[config.mk]
export PLATFORM = sky130hd
export DESIGN_NAME = wb_csr_bank
export DESIGN_NICKNAME = d
export VERILOG_FILES = /design/src/rtl/wb_csr_bank.sv
export SDC_FILE = /design/constraint.sdc
export NUM_CORES = 1
export LEC_CHECK = 0
export ABC_AREA = 1
export BUFFER_PORTS_ARGS = -buffer_cell sky130_fd_sc_hd__buf_2
export CAP_MARGIN = 15
export CORE_AREA = 2 2 189 191
export DETAILED_ROUTE_END_ITERATION = 7
export DIE_AREA = 0 0 191 193
export GPL_TIMING_DRIVEN = 0
export PLACE_DENSITY = 0.75
export SYNTH_ARGS = -nofsm -noshare
export SYNTH_HDL_FRONTEND = slang
export SYNTH_SLANG_ARGS = --single-unit
[constraint.sdc]
create_clock -name clk_i -period 2 [get_ports clk_i]
set_input_delay 0.2 -clock clk_i [delete_from_list [all_inputs] [get_ports clk_i]]
set_output_delay 0.2 -clock clk_i [all_outputs]
set_load 0.005 [all_outputs]
[src/rtl/wb_csr_bank.sv]
// Wishbone B4 registered-feedback CSR bank: read/write control words, live read-only status
// words, classic/constant/incrementing bursts with wrap modes, and self-clearing pulse bits.
module wb_csr_bank #(
  parameter int unsigned        N_RW       = 8,
  parameter int unsigned        N_RO       = 4,
  parameter int unsigned        ADR_W      = 10,
  parameter logic [N_RW*32-1:0] RESET_VAL  = '0,
  parameter logic [N_RW*32-1:0] PULSE_MASK = '0,
  parameter int unsigned        PULSE_LEN  = 8
) (
  input  logic                 clk_i,
  input  logic                 reset_i,
  input  logic                 cyc_i,
  input  logic                 stb_i,
  input  logic                 we_i,
  input  logic [ADR_W+1:0]     adr_i,
  input  logic [31:0]          dat_i,
  input  logic [3:0]           sel_i,
  input  logic [2:0]           cti_i,
  input  logic [1:0]           bte_i,
  output logic                 ack_o,
  output logic                 err_o,
  output logic                 rty_o,
  output logic [31:0]          dat_o,
  output logic [N_RW*32-1:0]   ctrl_o,
  input  logic [N_RO*32-1:0]   status_i,
  output logic [N_RW-1:0]      wr_stb_o
);

  typedef enum logic {StIdle, StActive} state_e;

  state_e              state_q, state_d;
  logic [ADR_W-1:0]    bcnt_q, bcnt_d, bcnt_next;
  logic [N_RW*32-1:0]  ctrl_q, ctrl_d;
  logic [N_RW-1:0]     wr_stb_q, wr_stb_d;
  logic [7:0]          cnt_q [N_RW];
  logic [7:0]          cnt_d [N_RW];

  logic [31:0] word_idx;
  logic        req, active, is_ctrl, is_stat, bad_cti, bad, ack, err, commit;
  logic [31:0] byte_mask, rd_ctrl, rd_stat;
  logic        unused_adr;

  assign unused_adr = ^adr_i[1:0];

  // bcnt is at most 32 bits wide, so the zero-extended index covers every word
  assign word_idx  = 32'(bcnt_q);
  assign req       = cyc_i & stb_i;
  assign active    = (state_q == StActive) & ~reset_i;
  assign is_ctrl   = word_idx < N_RW;
  assign is_stat   = ~is_ctrl & (word_idx < N_RW + N_RO);
  assign bad_cti   = (cti_i >= 3'd3) && (cti_i <= 3'd6);
  assign bad       = bad_cti | ~(is_ctrl | is_stat) | (we_i & is_stat);
  assign ack       = active & req & ~bad;
  assign err       = active & req & bad;
  assign commit    = ack & we_i & is_ctrl;
  assign byte_mask = {{8{sel_i[3]}}, {8{sel_i[2]}}, {8{sel_i[1]}}, {8{sel_i[0]}}};

  assign ack_o    = ack;
  assign err_o    = err;
  assign rty_o    = 1'b0;
  assign ctrl_o   = ctrl_q;
  assign wr_stb_o = wr_stb_q;

  always_comb begin
    rd_ctrl = '0;
    rd_stat = '0;
    for (int k = 0; k < N_RW; k++) begin
      if (word_idx == 32'(k)) rd_ctrl = ctrl_q[k*32 +: 32];
    end
    for (int k = 0; k < N_RO; k++) begin
      if (word_idx == 32'(N_RW + k)) rd_stat = status_i[k*32 +: 32];
    end
    dat_o = '0;
    if (ack) dat_o = is_ctrl ? rd_ctrl : rd_stat;
  end

  // Wrapping modes only advance the low bits; the upper bits stay on the same block.
  always_comb begin
    bcnt_next = bcnt_q;
    case (bte_i)
      2'b00:   bcnt_next = bcnt_q + 1'b1;
      2'b01:   bcnt_next = {bcnt_q[ADR_W-1:2], bcnt_q[1:0] + 2'd1};
      2'b10:   bcnt_next = {bcnt_q[ADR_W-1:3], bcnt_q[2:0] + 3'd1};
      default: bcnt_next = {bcnt_q[ADR_W-1:4], bcnt_q[3:0] + 4'd1};
    endcase
  end

  always_comb begin
    state_d = state_q;
    bcnt_d  = bcnt_q;
    unique case (state_q)
      StIdle: begin
        if (req) begin
          bcnt_d  = adr_i[ADR_W+1:2];
          state_d = StActive;
        end
      end
      StActive: begin
        if (!cyc_i || err) begin
          state_d = StIdle;
        end else if (ack) begin
          case (cti_i)
            3'b001:  state_d = StActive;
            3'b010:  bcnt_d = bcnt_next;
            default: state_d = StIdle;
          endcase
        end
      end
      default: state_d = StIdle;
    endcase
  end

  always_comb begin
    ctrl_d   = ctrl_q;
    wr_stb_d = '0;
    for (int k = 0; k < N_RW; k++) begin
      logic [31:0] reg_v;
      logic [31:0] pmask;
      logic [31:0] wmask;
      reg_v    = ctrl_q[k*32 +: 32];
      pmask    = PULSE_MASK[k*32 +: 32];
      wmask    = pmask & byte_mask;
      cnt_d[k] = cnt_q[k];
      if (cnt_q[k] != 8'd0) begin
        cnt_d[k] = cnt_q[k] - 8'd1;
        if (cnt_q[k] == 8'd1) reg_v = reg_v & ~pmask;
      end
      // A same-cycle write takes precedence over counter expiry.
      if (commit && (word_idx == 32'(k))) begin
        wr_stb_d[k] = 1'b1;
        reg_v       = (reg_v & ~byte_mask) | (dat_i & byte_mask);
        if ((dat_i & wmask) != '0) begin
          cnt_d[k] = 8'(PULSE_LEN);
        end else if (wmask != '0) begin
          cnt_d[k] = 8'd0;
        end
      end
      ctrl_d[k*32 +: 32] = reg_v;
    end
  end

  always_ff @(posedge clk_i) begin
    if (reset_i) begin
      state_q  <= StIdle;
      bcnt_q   <= '0;
      ctrl_q   <= RESET_VAL;
      wr_stb_q <= '0;
      for (int k = 0; k < N_RW; k++) cnt_q[k] <= 8'd0;
    end else begin
      state_q  <= state_d;
      bcnt_q   <= bcnt_d;
      ctrl_q   <= ctrl_d;
      wr_stb_q <= wr_stb_d;
      for (int k = 0; k < N_RW; k++) cnt_q[k] <= cnt_d[k];
    end
  end

endmodule

Yosys cells after proc, flatten, opt, wreduce, memory -nomap -nowiden
Index checks and enable logic that the tools add are counted.

Output and inout bits: 299. Register bits after elaboration: 275. Input port bits: 186.

Equal/unequal tests: 22. $add $sub $neg: 4. $lt $le $gt $ge: 4. Bitwise gates (word level): 35. Muxes and demuxes: 33. Reductions and logical operators: 18.

Operators by type and width (number): $mux W32 (14); $and A32 B32 Y32 (9); $or A32 B32 Y32 (8); $eq A10 B3 Y1 const B (4); $eq A10 B4 Y1 const B (4); $mux W10 (4); $logic_not A32 Y1 (1); $not A32 Y32 (1); $pmux W10 S3 (1); $eq A10 B2 Y1 const B (2); $lt A10 B4 Y1 const B (2); $pmux W10 S2 (1); $mux W1 (12); $add A10 B1 Y10 const B (1); $eq A10 B1 Y1 const B (1); $and A1 B1 Y1 (9); $logic_and A1 B1 Y1 (9); $ne A2 B2 Y1 const B (4); $reduce_and A7 Y1 (1); $ne A2 B1 Y1 const B (3); $reduce_and A6 Y1 (1); $not A1 Y1 (5); $reduce_and A5 Y1 (1); $add A4 B1 Y4 const B (1); 15 further kinds (17).

Logic depth before layout (Yosys ltp)
Gate-level depths: netlist of the first run.

Depth after elaboration: 13. Mapped depth: 15. Mapped depth without buffers: 15.

Worst setup path after synthesis of the first run
No wires, ideal clock.

Path type: register to output. Start: reg bcnt_q[1]. End: out dat_o[3]. Required time: 1800 ps. Cell stages (with the launch flop): 14. Arrival: 1939 ps. Setup slack: -139 ps. Cells stage by stage: dfxtp_1 -> inv_1 -> ha_1 -> nand2_1 -> inv_1 -> nand2_1 -> clkbuf_1 -> buf_2 -> nand3_1 -> nand3_1 -> o211ai_1 -> nand3_1 -> nand2_1 -> a21oi_1.

Word-level cells in the longest chain between the ends: 11. Elaborated cells between the ends (all ways): 37.

Ends and longest elaborated chain: from (decl) (RTL line 33) `logic [ADR_W-1:0] bcnt_q, bcnt_d, bcnt_next;`; from (signal assigned) (RTL line 152) `bcnt_q <= bcnt_d;`; $logic_not A32 Y1 (RTL line 69) `if (word_idx == 32'(k)) rd_ctrl = ctrl_q[k*32 +: 32];`; $mux W32 (8 in series) (RTL line 69); $mux W32 (RTL line 75) `if (ack) dat_o = is_ctrl ? rd_ctrl : rd_stat;`; $mux W32 (*) (RTL line 75); to (decl) (RTL line 24) `output logic [31:0] dat_o,`.

Every way passes the cells marked *; elsewhere a longest branch is shown, timed or not.

Worst setup path in the final report of the first run
Start: reg bcnt_q[1]. End: out dat_o[5].

Same word-level chain as after synthesis.

==> results of run 1 <==
-- power by group through the flow --
stage	clock, µW	combinational [µW]	sequential [µW]
global placement	0	1620	5630
global route	5360	2620	5510
detailed placement	0	1620	5630
floorplan	0	815	5630
finish	5200	2530	5510
CTS	5140	2200	5510
-- what timing repair did --
item,CTS,global route
gates resized for setup,916,286
buffers inserted,70,24
setup endpoints to repair,309,309
pin swaps,197,86
hold buffers,1,0
cloned,41,0
hold endpoints to repair,5,0
-- synthesized netlist by cell type --
master,n
inv_1,379
o21ai_0,348
nand2_1,324
a21oi_1,320
dfxtp_1,275
nand3_1,197
clkbuf_1,85
o21ai_1,43
nor2_1,36
buf_2,33
o211ai_1,32
nand3_4,20
buf_6,12
or2_2,8
buf_1,5
nand4_1,5
a32o_1,4
ha_1,4
o21bai_1,4
buf_4,3
nor2_2,3
nor3_1,3
xor2_1,3
buf_12,2
clkinv_1,2
nor2_4,2
nor3_2,2
a22o_1,1
a22oi_1,1
a31oi_1,1
a32oi_1,1
and3_1,1
conb_1,1
nand2_2,1
nand2_4,1
nor2_8,1
nor3_4,1
nor3b_1,1
-- metal layers --
metal | routed length (µm) | global-route usage | up-vias
met3 | 7270 | 0.0764 | 367
li1 | - | - | 8449
met4 | 6370 | 0.242 | 0
met1 | 29500 | 0.468 | 8991
met2 | 38800 | 0.710 | 1245
met5 | 0 | 0 | -
-- per-stage QoR --
stage	TNS, ns	utilization
after global placement	-245.69	0.503
after CTS	-168.05	0.630
after global routing	-190.34	0.662
final	-170.37	0.662
after detailed placement	-250.66	0.503
after floorplan	0	-
-- critical path: stages (launching register included) --
cell,delay [ns]
dfxtp_4,0.38
inv_1,0.14
ha_4,0.16
nand2_4,0.11
nor2_4,0.21
buf_6,0.15
buf_6,0.11
nand2_2,0.05
nand2_2,0.07
nand2_1,0.06
nand3_1,0.09
nand2_2,0.08
nand2_2,0.07
nand2_1,0.06
nand2_1,0.08
nand2_2,0.09
a21oi_4,0.18
buf_2,0.15
-- path summary, 6_finish.rpt --
check | depth (start not counted) | start | slack (ns) | end
worst max-delay path | 17 | bcnt_q[1] | -1.01 | dat_o[5]
worst min register to register | 2 | register | 0.46 | register
worst min-delay path | 3 | adr_i[3] | 0.04 | bcnt_q[1]
worst max register to register | 13 | state_q | -0.68 | register
-- cell usage in the layout (no fill, tap or decap), drive strengths merged, types with 2 or more instances in the layout --
cell type,instances
dfxtp,275
clkbuf,125
nor2,42
nand3,217
nand4,5
clkinv,7
clkinvlp,2
nor3,6
xor2,3
or2,8
diode,7
nand2,327
a32o,4
buf,668
o21ai,391
o211ai,32
a21oi,320
ha,4
inv,377
o21bai,4
-- layout make-up --
| class | instances | area (µm²) | share of cell area |
|---|---|---|---|
| Timing Repair Buffer | 610 | 3910 | 0.169 |
| Sequential cell | 275 | 5530 | 0.239 |
| Clock inverter | 5 | 25.0 | 0.00108 |
| Multi-Input combinational cell | 1370 | 9360 | 0.404 |
| Inverter | 381 | 1480 | 0.0640 |
| Tap cell | 461 | 577 | 0.0249 |
| Buffer | 140 | 1410 | 0.0610 |
| Antenna cell | 7 | 17.5 | 0.000756 |
| Clock buffer | 44 | 852 | 0.0368 |
-- logic make-up after synthesis --
| kind of cell | count (synthesis) | share of synthesized area |
|---|---|---|
| adder cells (fa/ha/maj) | 4 | 0.00344 |
| AND/OR/NAND/NOR | 606 | 0.200 |
| other | 1 | 0.000258 |
| AO/OA/AOI/OAI | 755 | 0.268 |
| flip-flops | 275 | 0.379 |
| XOR/XNOR | 3 | 0.00181 |
| buffers and inverters | 521 | 0.147 |
==> impl_metrics.json, run 1 <==
{
  "status": "complete, but fails checks",
  "violations": "setup timing",
  "drtPass1Iterations": 5,
  "place_inst": 3103,
  "cts_buffers": 28,
  "hold_slack_ns": 0.0380,
  "avgSynthCellArea_um2": 6.71,
  "coreArea_um2": 35000,
  "setup_slack_ns": -1.01,
  "drt-initial-drc-count": 1474,
  "wire_per_inst_um": 24.9,
  "setup_violations": 309,
  "post-route-cell-area_um2": 23200,
  "cts_tree": "done",
  "sequentialPowerShare": 0.416,
  "viasPerCell": 5.79,
  "antenna_found_initial": 5,
  "die_width_um": 191,
  "critPathKind": "reg -> out",
  "clock_path_buffers": 3,
  "yosysTopAreaCellShare": 0.379,
  "placementRows": 69,
  "path_clk_slew_ns": 0.06,
  "post-route-drc-count": 0,
  "nets": 2996,
  "endpoint_kind": "output pin",
  "rsz0062_at_grt": "true",
  "ir_worst_vdd_v": 0.000598,
  "switching_power_uw": 4000,
  "arrival_ns": 2.81,
  "slew_violations": 0,
  "synth_seq_cells": 275,
  "grt_pass1_wl_um": 113000,
  "required_ns": 1.80,
  "die-area_um2": 36900,
  "synth-seq-area-share": 0.379,
  "routed_wl_um": 81900,
  "fmaxAchievable_mhz": 332,
  "cellPowerDensity_nw_per_um2": 572,
  "numPortBuffers": 477,
  "cts_sinks": 275,
  "grt_remaining_overflow": 0,
  "yosys.area.top_type": "dfxtp_1",
  "hp-class": "in -> reg",
  "start_kind": "register",
  "period_needed_ns": 3.01,
  "place_area_um2": 17600,
  "die_h_um": 193,
  "final_antenna_net_count": 0,
  "p_int_uw": 9250,
  "worst_pin_slew_ns": 1.25,
  "combPwrFrac": 0.191,
  "cts_root_buf": "clkbuf_16",
  "grt_usage": 0.408,
  "clock_power_share": 0.393,
  "place_ws_ns": -1.58,
  "gp_congestion": 1.08,
  "drive_above_1_share": 0.476,
  "layout-area-overhead-vs-synth_pct": 59.4,
  "hpwl_um": 59800,
  "grt_pass1_vias": 18000,
  "relSlewSlack": 0.170,
  "finalCritPeriodShare": 1.50,
  "swShare": 0.302,
  "final_hold_viol_count": 0,
  "yosysUniqueCellTypes": 38,
  "leakagePower_uw": 0.00976,
  "routed-via-count": 19100,
  "total_power_uw": 13200,
  "syn_nets": 2355,
  "synth_cells": 2165,
  "grt_max_degree": 14,
  "worstPathMaxFanout": 6,
  "fin_skew_ns": 0.0249,
  "start_util": 0.416,
  "maxCapViolCount": 0,
  "fillCellCount": 2896,
  "ios": 485,
  "instances_no_fill": 3293,
  "synth_area_leaders": "dfxtp_1 (38%), o21ai_0 (12%), a21oi_1 (11%), inv_1 (9.8%), nand2_1 (8.4%)",
  "htreeDepth": 1,
  "ys_warn_count": 0,
  "worstSkewPairLatency_ns": 0.57,
  "netlist_area_um2": 14500
}
Note: power is estimated with default switching activity, not from simulation.
==> inputs of run 2 (changes only) <==
--- a/config.mk
+++ b/config.mk
@@ -8,11 +8,11 @@
 export ABC_AREA = 1
 export BUFFER_PORTS_ARGS = -buffer_cell sky130_fd_sc_hd__buf_2
 export CAP_MARGIN = 15
-export CORE_AREA = 2 2 189 191
+export CORE_ASPECT_RATIO = 1.75
+export CORE_UTILIZATION = 35
 export DETAILED_ROUTE_END_ITERATION = 7
-export DIE_AREA = 0 0 191 193
 export GPL_TIMING_DRIVEN = 0
-export PLACE_DENSITY = 0.75
+export PLACE_DENSITY = 0.65
 export SYNTH_ARGS = -nofsm -noshare
 export SYNTH_HDL_FRONTEND = slang
 export SYNTH_SLANG_ARGS = --single-unit
==> run 2 against run 1 <==
  * The run still ends with setup timing left
  * Sequential cell count is the same
  * Setup slack got worse by 0.0059 ns
  * Cell count up 2.5%
  * Largest cell class unchanged
==> impl_metrics.json, run 2 (same netlist as run 1, synthesis figures left out) <==
{
  "worstPathCellList": "nor2_4 -> buf_12 -> buf_12 -> nand2_4 -> inv_6 -> nand2_4 -> clkbuf_16 -> clkbuf_16 -> o211ai_1 -> nand4_1 -> a21oi_2 -> nor2_1 -> buf_2",
  "swShare": 0.299,
  "leakagePower_uw": 0.00969,
  "relSlewSlack": 0.455,
  "worst_pin_slew_ns": 0.817,
  "final_antenna_net_count": 0,
  "setup_violations": 303,
  "instances_no_fill": 3376,
  "place_inst": 3192,
  "path_clk_slew_ns": 0.07,
  "period_needed_ns": 3.02,
  "endpoint_kind": "output pin",
  "grt_remaining_overflow": 0,
  "nets": 2991,
  "combPwrFrac": 0.187,
  "cp_slowest_cell": "dfxtp_4",
  "drt-initial-drc-count": 1445,
  "status": "complete, but fails checks",
  "r2r_cells": 15,
  "total_power_uw": 13700,
  "slowest_delay_ns": 0.37,
  "crit-reg2reg-launch": "bcnt_q[6]",
  "rsz0062_at_grt": "true",
  "setup_slack_ns": -1.02,
  "sequentialPowerShare": 0.403,
  "hp-class": "in -> reg",
  "hpwl_um": 61300,
  "wire_per_inst_um": 24.1,
  "fillCellCount": 3957,
  "antenna_found_initial": 6,
  "cts_sinks": 275,
  "finalCritPeriodShare": 1.51,
  "critPathKind": "reg -> out",
  "start_util": 0.356,
  "htreeDepth": 1,
  "cellPowerDensity_nw_per_um2": 609,
  "die_width_um": 156,
  "die_h_um": 272,
  "routed_wl_um": 81400,
  "final_common_cell": "buf_2",
  "worst-path-buf-inv": 6,
  "layout-area-overhead-vs-synth_pct": 54.5,
  "start_kind": "register",
  "gp_congestion": 0.970,
  "clock_power_share": 0.410,
  "ios": 485,
  "grt_max_degree": 16,
  "grt_usage": 0.371,
  "numPortBuffers": 477,
  "p_int_uw": 9590,
  "switching_power_uw": 4080,
  "crit_family": "buffers and inverters",
  "final_hold_viol_count": 0,
  "finalCoreUtilization": 0.550,
  "hold_path_startpoint": "adr_i[11]",
  "maxCapViolCount": 0,
  "viasPerCell": 5.45,
  "grt_pass1_wl_um": 115000,
  "reg2reg_slack_ns": -0.72,
  "layout_common_cells": "buf_2 (488), inv_1 (363), dfxtp_1 (265), a21oi_1 (241), nand2_1 (235)",
  "cts_root_buf": "clkbuf_16",
  "holdPathEnd": "bcnt_q[9]",
  "drtPass1Iterations": 6,
  "holdPathStages": 5,
  "fin_skew_ns": 0.0373,
  "slew_violations": 0,
  "clock_path_buffers": 3,
  "arrival_ns": 2.82,
  "coreArea_um2": 40800,
  "die-area_um2": 42400,
  "required_ns": 1.80,
  "worstSkewPairLatency_ns": 0.58,
  "cts_tree": "done",
  "placementRows": 98,
  "cts_buffers": 27,
  "routed-via-count": 18400,
  "post-route-drc-count": 0,
  "worstPathMaxFanout": 10,
  "ir_worst_vdd_v": 0.000663,
  "violations": "setup timing",
  "grt_pass1_vias": 18500,
  "drive_above_1_share": 0.403,
  "fmaxAchievable_mhz": 332
}
[run 2: cell count changes in the layout (fill, tap and decap cells not counted), moves of 9 or more]
cell / delta
o21ai_0: +116
a21oi_2: -136
o21ai_2: -86
nand2_2: +10
nand3_2: +9
buf_6: -14
o21ai_4: -20
o21ai_1: -10
nand2_1: -14
buf_8: -12
nand3_1: -11
a21oi_1: +131
[run 2: area by class of cell]
cell class              instances  area (µm²)  share of cell area
plain buffers                 138        1460              0.0649
multi-input cells            1373        8550               0.381
clock buffers                  39         801              0.0357
repair buffers                605        3800               0.169
clock inverters                 9         138             0.00613
inverters                     381        1480              0.0658
well taps                     550         688              0.0306
flip-flops and latches        275        5530               0.246
diodes                          6        15.0            0.000669
[run 2: power groups by stage]
stage | Clock (µW) | Sequential [µW] | Combinational, µW
finish | 5610 | 5510 | 2550
global route | 5800 | 5510 | 2650
CTS | 5610 | 5510 | 2310
detailed placement | 0 | 5630 | 1590
global placement | 0 | 5630 | 1580
floorplan | 0 | 5630 | 815
[run 2: stage by stage]
stage	hold slack, ns	setup TNS, ns	setup WS [ns]	cell area (µm²)
floorplan	0.269	0	0.00532	14600
global placement	0.443	-249.32	-1.68	17700
detailed placement	0.449	-263.53	-1.70	17700
CTS	0.00224	-192.60	-0.972	21800
global route	0.0396	-201.61	-1.05	22500
finish	0.00619	-181.61	-1.02	22500
[run 2: routing by layer]
layer	up-vias	GRT usage	share of wire
met2	1064	0.664	0.50
met3	420	0.0817	0.075
met5	-	0	0
li1	8393	-	-
met4	0	0.401	0.12
met1	8506	0.324	0.30
[run 2: how the worst max path moves through the flow]
stage | slack, ns | cells after the start | from | endpoint
floorplan | 0.005 | 13 | bcnt_q[3] | dat_o[0]
finish | -1.02 | 13 | bcnt_q[9] | dat_o[16]
detailed placement | -1.70 | 13 | bcnt_q[9] | dat_o[24]
global route | -1.05 | 16 | bcnt_q[9] | dat_o[6]
global placement | -1.68 | 13 | bcnt_q[9] | dat_o[12]
CTS | -0.97 | 15 | bcnt_q[1] | dat_o[24]
[run 2: what timing repair did]
action | in CTS | in global routing
hold buffers | 6 | 0
buffers inserted | 83 | 10
setup endpoints to repair | 309 | 309
gates cloned | 34 | 2
hold endpoints to repair | 9 | 0
gates resized for setup | 651 | 197
pin swaps | 112 | 103
[run 2: worst register-to-register path: cells and delay by family (launching register included)]
| family | cells | cell delay [ns] |
|---|---|---|
| flops | 1 | 0.36 |
| simple gates | 8 | 1.23 |
| buf+inv | 5 | 0.85 |
| compound gates | 2 | 0.16 |
